==> src/rtl/burst_request_splitter.sv <==
// Splits a transfer (start beat address + beat count) into bursts that respect
// a maximum length and never cross a BOUNDARY_BEATS-aligned address.
module burst_request_splitter #(
    parameter int ADDR_WIDTH       = 32,
    parameter int SIZE_WIDTH       = 16,
    parameter int MAX_BURST_LENGTH = 4,
    parameter int BOUNDARY_BEATS   = 16
) (
    input  logic                  clk,
    input  logic                  rst,
    input  logic [ADDR_WIDTH-1:0] s_addr,
    input  logic [SIZE_WIDTH-1:0] s_size,
    input  logic                  s_valid,
    output logic                  s_ready,
    output logic [ADDR_WIDTH-1:0] m_addr,
    output logic [7:0]            m_length,
    output logic                  m_valid,
    input  logic                  m_ready,
    output logic                  m_last_burst,
    output logic                  busy
);

    // state | meaning
    // IDLE  | no transfer held, s_ready high
    // SPLIT | transfer held, a burst is always presented on m_*
    typedef enum logic {IDLE, SPLIT} state_t;

    localparam int CNT_W = SIZE_WIDTH + 1;
    localparam int CW    = (CNT_W > 33) ? CNT_W : 33;

    state_t                state, state_nx;
    logic [ADDR_WIDTH-1:0] next_addr;
    logic [CNT_W-1:0]      remaining;

    logic [ADDR_WIDTH-1:0] src_addr;
    logic [CNT_W-1:0]      src_rem;
    logic [CW-1:0]         to_bound;
    logic [CW-1:0]         beats;
    logic                  load;

    always_ff @(posedge clk or posedge rst) begin
        if (rst) state <= IDLE;
        else     state <= state_nx;
    end

    always_comb begin
        state_nx = state;
        case (state)
            IDLE:    if (s_valid) state_nx = SPLIT;
            SPLIT:   if (m_ready && m_last_burst) state_nx = IDLE;
            default: state_nx = IDLE;
        endcase
    end

    always_comb begin
        s_ready = (state == IDLE);
        busy    = (state == SPLIT);
        m_valid = (state == SPLIT);
        load    = ((state == IDLE) && s_valid) ||
                  ((state == SPLIT) && m_ready && !m_last_burst);
    end

    // The first burst is sized straight from the request so it can be
    // presented one cycle after acceptance; later bursts use the held state.
    always_comb begin
        if (state == IDLE) begin
            src_addr = s_addr;
            src_rem  = {1'b0, s_size} + {{SIZE_WIDTH{1'b0}}, 1'b1};
        end else begin
            src_addr = next_addr;
            src_rem  = remaining;
        end
        to_bound = CW'(BOUNDARY_BEATS) - (CW'(src_addr) & CW'(BOUNDARY_BEATS - 1));
        beats    = CW'(src_rem);
        if (beats > CW'(MAX_BURST_LENGTH)) beats = CW'(MAX_BURST_LENGTH);
        if (beats > to_bound)              beats = to_bound;
    end

    always_ff @(posedge clk or posedge rst) begin
        if (rst) begin
            m_addr       <= '0;
            m_length     <= '0;
            m_last_burst <= 1'b0;
            next_addr    <= '0;
            remaining    <= '0;
        end else if (load) begin
            m_addr       <= src_addr;
            m_length     <= 8'(beats - CW'(1));
            m_last_burst <= (src_rem == CNT_W'(beats));
            next_addr    <= src_addr + ADDR_WIDTH'(beats);
            remaining    <= src_rem - CNT_W'(beats);
        end
    end

endmodule

==> config.mk <==
export PLATFORM = sky130hd
export DESIGN_NAME = burst_request_splitter
export DESIGN_NICKNAME = d
export VERILOG_FILES = /design/src/rtl/burst_request_splitter.sv
export SDC_FILE = /design/constraint.sdc
export NUM_CORES = 1
export LEC_CHECK = 0
export CORE_MARGIN = 8
export CORE_UTILIZATION = 25
export CTS_CLUSTER_DIAMETER = 120
export CTS_CLUSTER_SIZE = 28
export DETAILED_ROUTE_END_ITERATION = 10
export HOLD_SLACK_MARGIN = 0.05
export PLACE_DENSITY = 0.43
export SLEW_MARGIN = 5
export SYNTH_ARGS = -nofsm -noshare
export SYNTH_HDL_FRONTEND = slang
export SYNTH_SLANG_ARGS = --single-unit
==> constraint.sdc <==
create_clock -name clk -period 6.8 [get_ports clk]
set_input_delay 0.68 -clock clk [delete_from_list [all_inputs] [get_ports clk]]
set_output_delay 0.68 -clock clk [all_outputs]
set_load 0.05 [all_outputs]
Word level (Yosys, flattened, before mapping)
Cells that the tools add are included.

operators by class
  add/subtract/negate cells = 5
  multipliers = 0
  divide/modulo/power cells = 0
  order comparisons = 2
  equality and inequality tests = 1
  shift-type cells = 0
  multiplexer cells = 7
  bitwise operators = 1
  reduce and logical (&&, ||, !) cells = 6

operators with widths
  cell                                                  count
  two-way mux 32 bit                                    2
  two-way mux 17 bit                                    2
  > comparator 17 x 33 -> 1 bit                         1
  adder 32 bit                                          1
  adder 16 x 1 -> 17 bit (second input constant)        1
  == test 17 bit                                        1
  > comparator 17 x 3 -> 1 bit (second input constant)  1
  subtractor 17 bit                                     1
  subtractor 8 x 1 -> 8 bit (second input constant)     1
  subtractor 5 x 4 -> 6 bit (first input constant)      1
  logical AND 1 bit                                     4
  two-way mux 1 bit                                     2
  one-hot mux 1 bit (2 select lines)                    1
  logical NOT 1 bit                                     1
  logical OR 1 bit                                      1
  inverter 1 bit                                        1

word-level totals
  flip-flop bits (word level) = 91
  latch bits = 0
  memory bits (writable) = 0
  memory bits (read-only) = 0
  input bits = 52
  output and inout port bits = 44
  logic and storage cells = 28
  memories kept = 0

Depth between registers and ports, before layout
  depth after elaboration = 7
  depth in mapped cells = 28
  depth with buffers taken out = 27

Least setup slack after synthesis
No wires, ideal clock.

  path type = register to register
  from = reg state, in the netlist busy
  to = reg next_addr[26]
  library setup time = 0.123 ns
  data arrival time = 6.189 ns
  required time = 6.677 ns
  slack = 0.488 ns
  stages on the path, launching flop included = 26
  buffers on the path = 4
  clock period less this slack = 6.312 ns
  cell sequence = dfrtp_1 buf_2 buf_2 clkbuf_8 buf_2 mux2i_1 ha_1 xnor2_1 ha_1 a21o_1 a21oi_1 nor2b_1 o31ai_2 mux2_4 inv_1 ha_1 fa_1 a21o_1 a21oi_1 o21a_1 nor3_1 o41a_1 a21oi_2 nor2_1 mux2_2 o221a_2

on the way
  word-level cells in the longest chain between the ends = 6
  elaborated cells on any way between the ends = 13
  classes of those cells = 2 x add/sub; 2 x order compare; 4 x mux; 1 x bitwise; 4 x reduce/logical

RTL lines
  element                        line  source
  from (decl)                    31    state_t state, state_nx;
  from (signal assigned)         43    else state <= state_nx;
  two-way mux 17 bit             66    if (state == IDLE) begin
  > comparator 17 x 3 -> 1 bit   75    if (beats > CW'(MAX_BURST_LENGTH)) beats = CW'(MAX_BURST_LENGTH);
  two-way mux 17 bit             75
  > comparator 17 x 33 -> 1 bit  76    if (beats > to_bound) beats = to_bound;
  two-way mux 32 bit             76
  adder 32 bit                   90    next_addr <= src_addr + ADDR_WIDTH'(beats);
  to (signal assigned)           90
  to (decl)                      32    logic [ADDR_WIDTH-1:0] next_addr;

Parallel ways exist; a longest one is shown, timed or not.
A chain may end at the register's enable or synchronous reset.

Final worst setup path
  from = in s_size[2]
  to = reg next_addr[26]

on the way
  word-level cells in the longest chain between the ends = 7

RTL lines
  element                        line  source
  from (decl)                    12    input logic [SIZE_WIDTH-1:0] s_size,
  adder 16 x 1 -> 17 bit *       68    src_rem = {1'b0, s_size} + {{SIZE_WIDTH{1'b0}}, 1'b1};
  two-way mux 17 bit *           66
  > comparator 17 x 3 -> 1 bit   75
  two-way mux 17 bit *           75
  > comparator 17 x 33 -> 1 bit  76
  two-way mux 32 bit *           76
  adder 32 bit *                 90

Every way passes the cells marked *; elsewhere a longest branch is shown, timed or not.

==> flow_metrics.py <==
metrics = {
    "synthesis": {
        "synth_largest_area_cell": "sky130_fd_sc_hd__dfrtp_1",
        "yosysSeqAreaShare_pct": 33.5,
        "ys.warnings.count": 0,
        "synth_enable_flop_cells": 0,
        "synth_seq_cells": 91,
        "async_reset_ff_share_pct": 100,
        "syn-instance-count": 768,
        "portion_of_synthesized_cell_area_occupied_by_the_leading_cell_type_pct": 33.5,
        "postSynth.topFlopCell": "sky130_fd_sc_hd__dfrtp_1",
        "syn_area_um2": 6810,
        "synth.area.top_cells": "sky130_fd_sc_hd__dfrtp_1 33%, sky130_fd_sc_hd__ha_1 7.2%, sky130_fd_sc_hd__mux2i_1 5.1%, sky130_fd_sc_hd__mux2_2 4.6%, sky130_fd_sc_hd__nand2_1 4.6%",
        "syn_area_per_cell_um2": 8.86,
        "netlist-cell-type-count": 73,
    },
    "floorplan": {
        "initial_utilization_pct": 25.3,
        "die_ar_um2": 32800,
        "floorplan.die.height_um": 181,
        "die_x_um": 181,
        "core_region_area_um2": 26900,
        "num_io_pins": 96,
        "fp-row-count": 60,
    },
    "critical_path": {
        "setup.worst_path.class": "input port to flop",
        "worstPathRequired_ns": 7.04,
        "worstPathArrival_ns": 6.66,
        "setup.worst_path.end_class": "flop",
        "critical_path.max_fanout": 4,
        "worst_setup_path_start_kind": "input port",
    },
    "timing": {
        "final-hold-violation-count": 0,
        "timing.clock.skew_ns": 0.00890,
        "grt_setup_unrepaired": "false",
        "slew_headroom_pct": 36.6,
        "max_freq_mhz": 156,
        "worst-slew-pin-transition_ns": 0.948,
        "report.final.slew_viol_count": 0,
        "timing.final.crit_share_pct": 94.3,
        "final_count_of_negative_setup_slack_endpoints": 0,
        "final.min_clock_period_ns": 6.41,
    },
    "place": {
        "io_buffers": 95,
        "detailed_place.area_um2": 8440,
        "dpl.cell_count": 1235,
        "globalplace.congestion": 0.797,
        "detailedPlacementHpwl_um": 15200,
    },
    "cells_and_area": {
        "multi_input_comb_area_um2": 4360,
        "fill_cells": 2842,
        "finish.cell_count_without_fillers": 1255,
        "fin_area_um2": 8810,
        "regArea_um2": 2280,
        "drive_above_1_share_pct": 14.8,
        "final_common_cell": "sky130_fd_sc_hd__clkdlybuf4s50_1",
        "fin_nets": 1002,
        "area_delta_synth_final_pct": 29.4,
        "antenna-diode-count": 0,
        "mostFrequentLayoutCells": "95 x sky130_fd_sc_hd__clkdlybuf4s50_1, 90 x sky130_fd_sc_hd__dfrtp_1, 84 x sky130_fd_sc_hd__nand2_1",
        "postLayoutCoreUtil_pct": 32.8,
    },
    "route": {
        "vias_per_cell": 4.71,
        "vias": 5911,
        "routed_wire_length_per_instance_um": 16.2,
        "dr.pass1.iters": 4,
        "final_antenna_net_count": 0,
        "remaining_drc_errors": 0,
        "initialDrtViolationCount": 238,
        "detail_route.wirelength_um": 20400,
    },
    "power_and_ir_drop": {
        "switching_share_pct": 45.4,
        "power.share.clock_pct": 13.9,
        "pwr-share-seq_pct": 22.1,
        "ir_drop_worst_vdd_uv": 226,
        "p_comb_share_pct": 64.0,
        "finalPower_mw": 3.83,
        "power_report.internal_total_mw": 2.09,
        "leakage_power_figure_nw": 3.81,
        "switchingPower_mw": 1.74,
        "power_density_nw_per_um2": 435,
    },
    "global_route": {
        "grt.total_usage_pct": 12.5,
        "remaining_overflow_grt": 0,
        "met2_usage_pct": 18.5,
        "grt_use_met3_pct": 2.15,
        "number_of_antenna_violations_at_the_first_check_in_global_routing": 0,
        "largest_net_degree_at_the_start_of_global_routing": 73,
        "grt-busiest-layer": "met2",
        "grt_pass1_wl_um": 33200,
        "met1_track_demand_over_resource_pct": 18.2,
        "first_global_vias": 6089,
    },
    "clock_tree": {
        "cts.clk_slew.worst_paths_ns": 0.07,
        "max-clock-path-buffers": 2,
        "cts_htree_levels": 3,
        "cts_hold_buf": 0,
        "skew_pair_late_insertion_delay_ns": 0.35,
        "cts_tree": "yes",
        "ctsRootBufferMaster": "sky130_fd_sc_hd__clkbuf_16",
        "cts_sinks": 91,
        "cts_buffers": 9,
    },
    "worst_hold_path": {
        "path_class_of_the_lowest_slack_min_delay_path": "flop to flop",
    },
    "outcome": {
        "outcome": "finished, final reports clean",
    },
    "job": {
        "maxCapViolCount": 0,
    },
}
[layout make-up]
| type | count | share of cell area [%] |
|---|---|---|
| Clock buffer | 9 | 2.56 |
| Clock inverter | 7 | 0.852 |
| Inverter | 24 | 1.05 |
| Multi-Input combinational cell | 639 | 49.5 |
| Sequential cell | 91 | 25.9 |
| Tap cell | 341 | 4.84 |
| Timing Repair Buffer | 144 | 15.3 |
[registers in the layout, indices dropped and copies added, names as in the netlist]
signal        flops
m_addr           32
busy              1
m_last_burst      1
next_addr        32
m_length          8
remaining        17
[cells by family after synthesis]
group	Yosys count	synth area share, %
other	2	0.110
buffers and inverters	59	4.45
AOI/OAI and AO/OA	182	17.4
adders and majority gates	41	7.76
xor gates and xnor gates	44	5.66
muxes	65	10.2
and+or+nand+nor	284	20.9
DFF	91	33.5
[cell usage after synthesis (all sizes together) (15+ instances only)]
library cell / n
ha: 39
mux2: 30
nand2: 85
xnor2: 24
clkbuf: 22
mux2i: 35
dfrtp: 91
a21oi: 60
xor2: 20
nand3: 27
o21ai: 39
nor2: 78
inv: 24
nand2b: 15
nand4: 15
[per-stage QoR]
step | worst slack [ns] | TNS, ns | hold WS (ns)
global route | 0.00315 | 0 | 0.504
finish | 0.387 | 0 | 0.469
global placement | -0.00217 | -0.00217 | 0.455
detailed placement | -0.0802 | -0.391 | 0.458
floorplan | 0.488 | 0 | 0.438
CTS | 0.298 | 0 | 0.475
[power by group through the flow]
stage | logic, mW | clock network [mW] | registers [mW]
after global placement | 2.42 | 0 | 0.855
after global routing | 2.72 | 0.569 | 0.875
after detailed placement | 2.41 | 0 | 0.855
after floorplan | 1.42 | 0 | 1.09
after CTS | 2.43 | 0.553 | 0.848
final | 2.45 | 0.532 | 0.847
[layer usage]
metal	vias to the layer above	wire length, um
li1	3034	-
met1	2777	11000
met2	85	8560
met3	15	627
met4	0	220
met5	-	0
[final timing paths]
| check | startpoint | to | slack, ns | cells past startpoint |
|---|---|---|---|---|
| worst max-delay path | s_size[2] | next_addr[26] | 0.39 | 26 |
| worst min-delay path | remaining[1] | remaining[1] | 0.47 | 2 |
| max in group asynchronous | rst | busy | 4.88 | 3 |
| min in group asynchronous | rst | m_addr[10] | 0.83 | 2 |
| worst min register to register | remaining[1] | remaining[1] | 0.47 | 2 |
| worst max register to register | busy | next_addr[26] | 0.84 | 25 |
[worst max-delay path: stages]
cell	delay, ns
sky130_fd_sc_hd__clkdlybuf4s50_1	0.50
sky130_fd_sc_hd__buf_4	0.15
sky130_fd_sc_hd__nand4_2	0.20
sky130_fd_sc_hd__nor4_4	0.35
sky130_fd_sc_hd__a21oi_1	0.10
sky130_fd_sc_hd__a311o_1	0.39
sky130_fd_sc_hd__nor4_4	0.33
sky130_fd_sc_hd__and3_4	0.28
sky130_fd_sc_hd__and2_1	0.16
sky130_fd_sc_hd__ha_1	0.24
sky130_fd_sc_hd__nand4_1	0.09
sky130_fd_sc_hd__nor2_1	0.07
sky130_fd_sc_hd__o31ai_2	0.31
sky130_fd_sc_hd__mux2_4	0.22
sky130_fd_sc_hd__inv_1	0.05
sky130_fd_sc_hd__ha_1	0.20
sky130_fd_sc_hd__fa_1	0.41
sky130_fd_sc_hd__a21o_1	0.17
sky130_fd_sc_hd__a21oi_1	0.19
sky130_fd_sc_hd__o21a_1	0.16
sky130_fd_sc_hd__nor3_1	0.08
sky130_fd_sc_hd__o41a_1	0.49
sky130_fd_sc_hd__a21oi_2	0.24
sky130_fd_sc_hd__nor2_1	0.08
sky130_fd_sc_hd__mux2_2	0.27
sky130_fd_sc_hd__o221a_2	0.24
[timing repair]
action / CTS / global route
setup buffers: 0 / 4
setup endpoints to repair: 0 / 12
gates resized for setup: 0 / 7
Power figures use the tool's default switching activity.
==> variant: new RTL, same flow settings <==
Set the parameter `ADDR_WIDTH` to 64 (it was 32).
--- a/src/rtl/burst_request_splitter.sv
+++ b/src/rtl/burst_request_splitter.sv
@@ -1,7 +1,7 @@
 // Splits a transfer (start beat address + beat count) into bursts that respect
 // a maximum length and never cross a BOUNDARY_BEATS-aligned address.
 module burst_request_splitter #(
-    parameter int ADDR_WIDTH       = 32,
+    parameter int ADDR_WIDTH       = 64,
     parameter int SIZE_WIDTH       = 16,
     parameter int MAX_BURST_LENGTH = 4,
     parameter int BOUNDARY_BEATS   = 16
Interface: changed (resized m_addr and s_addr); port bits go from 96 to 160. The function was not compared with the original's and may differ.
==> variant against the unedited design <==
Routed wire length up 92%; sequential cell count increased by 64; final area increased by 66%; total power increased by 31%; sequential share of layout area rose by 0.59 points; synthesized cell count up 70%; worst setup slack gained 12 ps; synthesized area increased by 63%; largest cell class unchanged; largest power group unchanged.
==> variant: results (changes against the unedited design) <==
Worst VDD drop: 0.248 mV (+9.6%)
M3 GR Usage: 0.0313 (+0.00983)
Top sig layer: met5
PwrDens: 343 mW/mm2 (-21%)
Dpl ws: -234 ps (-153 ps)
Slew HR: 0.377 (+0.0116)
Number of fill cells in the layout: 4662 (+64%)
Vias per cell: 4.90 (+3.9%)
Clock skew: 13.8 ps (+4.91 ps)
Share of layout cells above drive strength 1: 0.121 (-0.0263)
Yosys reg bits: 155 (+70%)
Final non-filler cell total: 2142 (+71%)
Buffers on Ports: 159 (+67%)
Non-clock buffers: 254 (+76%)
CORE AREA: 0.0439 mm2 (+63%)
Signal buffers share of area: 0.161 (+0.00806)
First-pass GRT wire length: 61300 um (+85%)
Status: finished, final reports clean
WP data arrival: 6770 ps (+110 ps)
GRT Total Usage: 0.153 (+0.0283)
Worst skew pair latency: 460 ps (+110 ps)
Number of clock buffers in the layout: 22 (+13)
GR Util met2: 0.253 (+0.0682)
Register area share after synthesis: 0.350 (+0.0157)
Register area: 0.00388 mm2 (+70%)
Crit path max-delay family: simple AND/OR/NAND/NOR gates
DP HPWL: 28700 um (+89%)
Area of the multi-input gates: 0.00694 mm2 (+59%)
GP Congestion: 0.846 (+6.1%)
Routed wl met2: 18400 um (+120%)
Leakage power: 6.24 nW (+64%)
Clock network area share: 0.0417 (+0.00764)
1st-iter DRT viols: 479 (+100%)
First drt pass iteration count: 5 (+1)
Synth unique cells: 77 (+5.5%)
CTS Buf Count: 17 (+8)
Vias in the first global route: 10700 (+76%)
Main area contributors after synthesis: dfrtp_1 (35%), mux2i_1 (6.2%), nor2_1 (5.5%)
Met1 wire length: 18100 um (+65%)
Sw frac: 0.422 (-0.0320)
Non-clock inverter total of the final layout: 32 (+33%)
Largest regs: m_addr: 64 flops, next_addr: 64 flops, remaining: 17 flops
Multi-input comb cells: 1075 (+68%)
N_diodes: 2 (+2)
Maximum number of pins on one net before global-route repair: 129 (+77%)
variant: cell types whose count changed after synthesis, sizes merged, moves of 11 or more:
cell	delta
mux2	-13
buf	+20
nand3b	+12
nor2	+83
nand2	+43
a21oi	+48
nand3	+40
xor2	+11
o21ai	+45
dfrtp	+64
clkbuf	+14
mux2i	+34
a211oi	+15
xnor2	+14
variant: what timing repair did:
action / CTS / global route
hold buffers: 0 / 0
buffers inserted: 0 / 1
setup endpoints to repair: 0 / 46
gates resized for setup: 0 / 13
variant: final timing paths:
check / from / endpoint / slack (ps) / cells past startpoint
hold / removal: remaining[1] / remaining[1] / 470 / 2
max in group asynchronous: rst / m_addr[15] / 4870 / 3
setup reg to reg: busy / next_addr[38] / 530 / 26
min in group asynchronous: rst / next_addr[58] / 730 / 2
setup / recovery: s_size[0] / next_addr[38] / 400 / 29
hold reg to reg: remaining[1] / remaining[1] / 470 / 2
variant: power groups by stage:
stage / sequential [mW] / combinational (mW) / clock [mW]
2_1_floorplan: 1.49 / 1.46 / 0
3_3_place_gp: 1.25 / 2.72 / 0
3_5_place_dp: 1.25 / 2.72 / 0
4_1_cts: 1.24 / 2.74 / 1.08
5_1_grt: 1.26 / 3.04 / 1.11
6_report: 1.24 / 2.75 / 1.04
variant: cell families (layout without fill, tap and decap cells):
family | count (synthesis) | count (layout) | synth area share
muxes | 86 | 86 | 0.0797
DFF | 155 | 155 | 0.350
AOI/OAI and AO/OA | 342 | 342 | 0.199
and+or+nand+nor | 510 | 510 | 0.226
buffers and inverters | 101 | 318 | 0.0399
other | 2 | 27 | 0.000678
adders and majority gates | 43 | 43 | 0.0499
xor gates and xnor gates | 69 | 69 | 0.0546
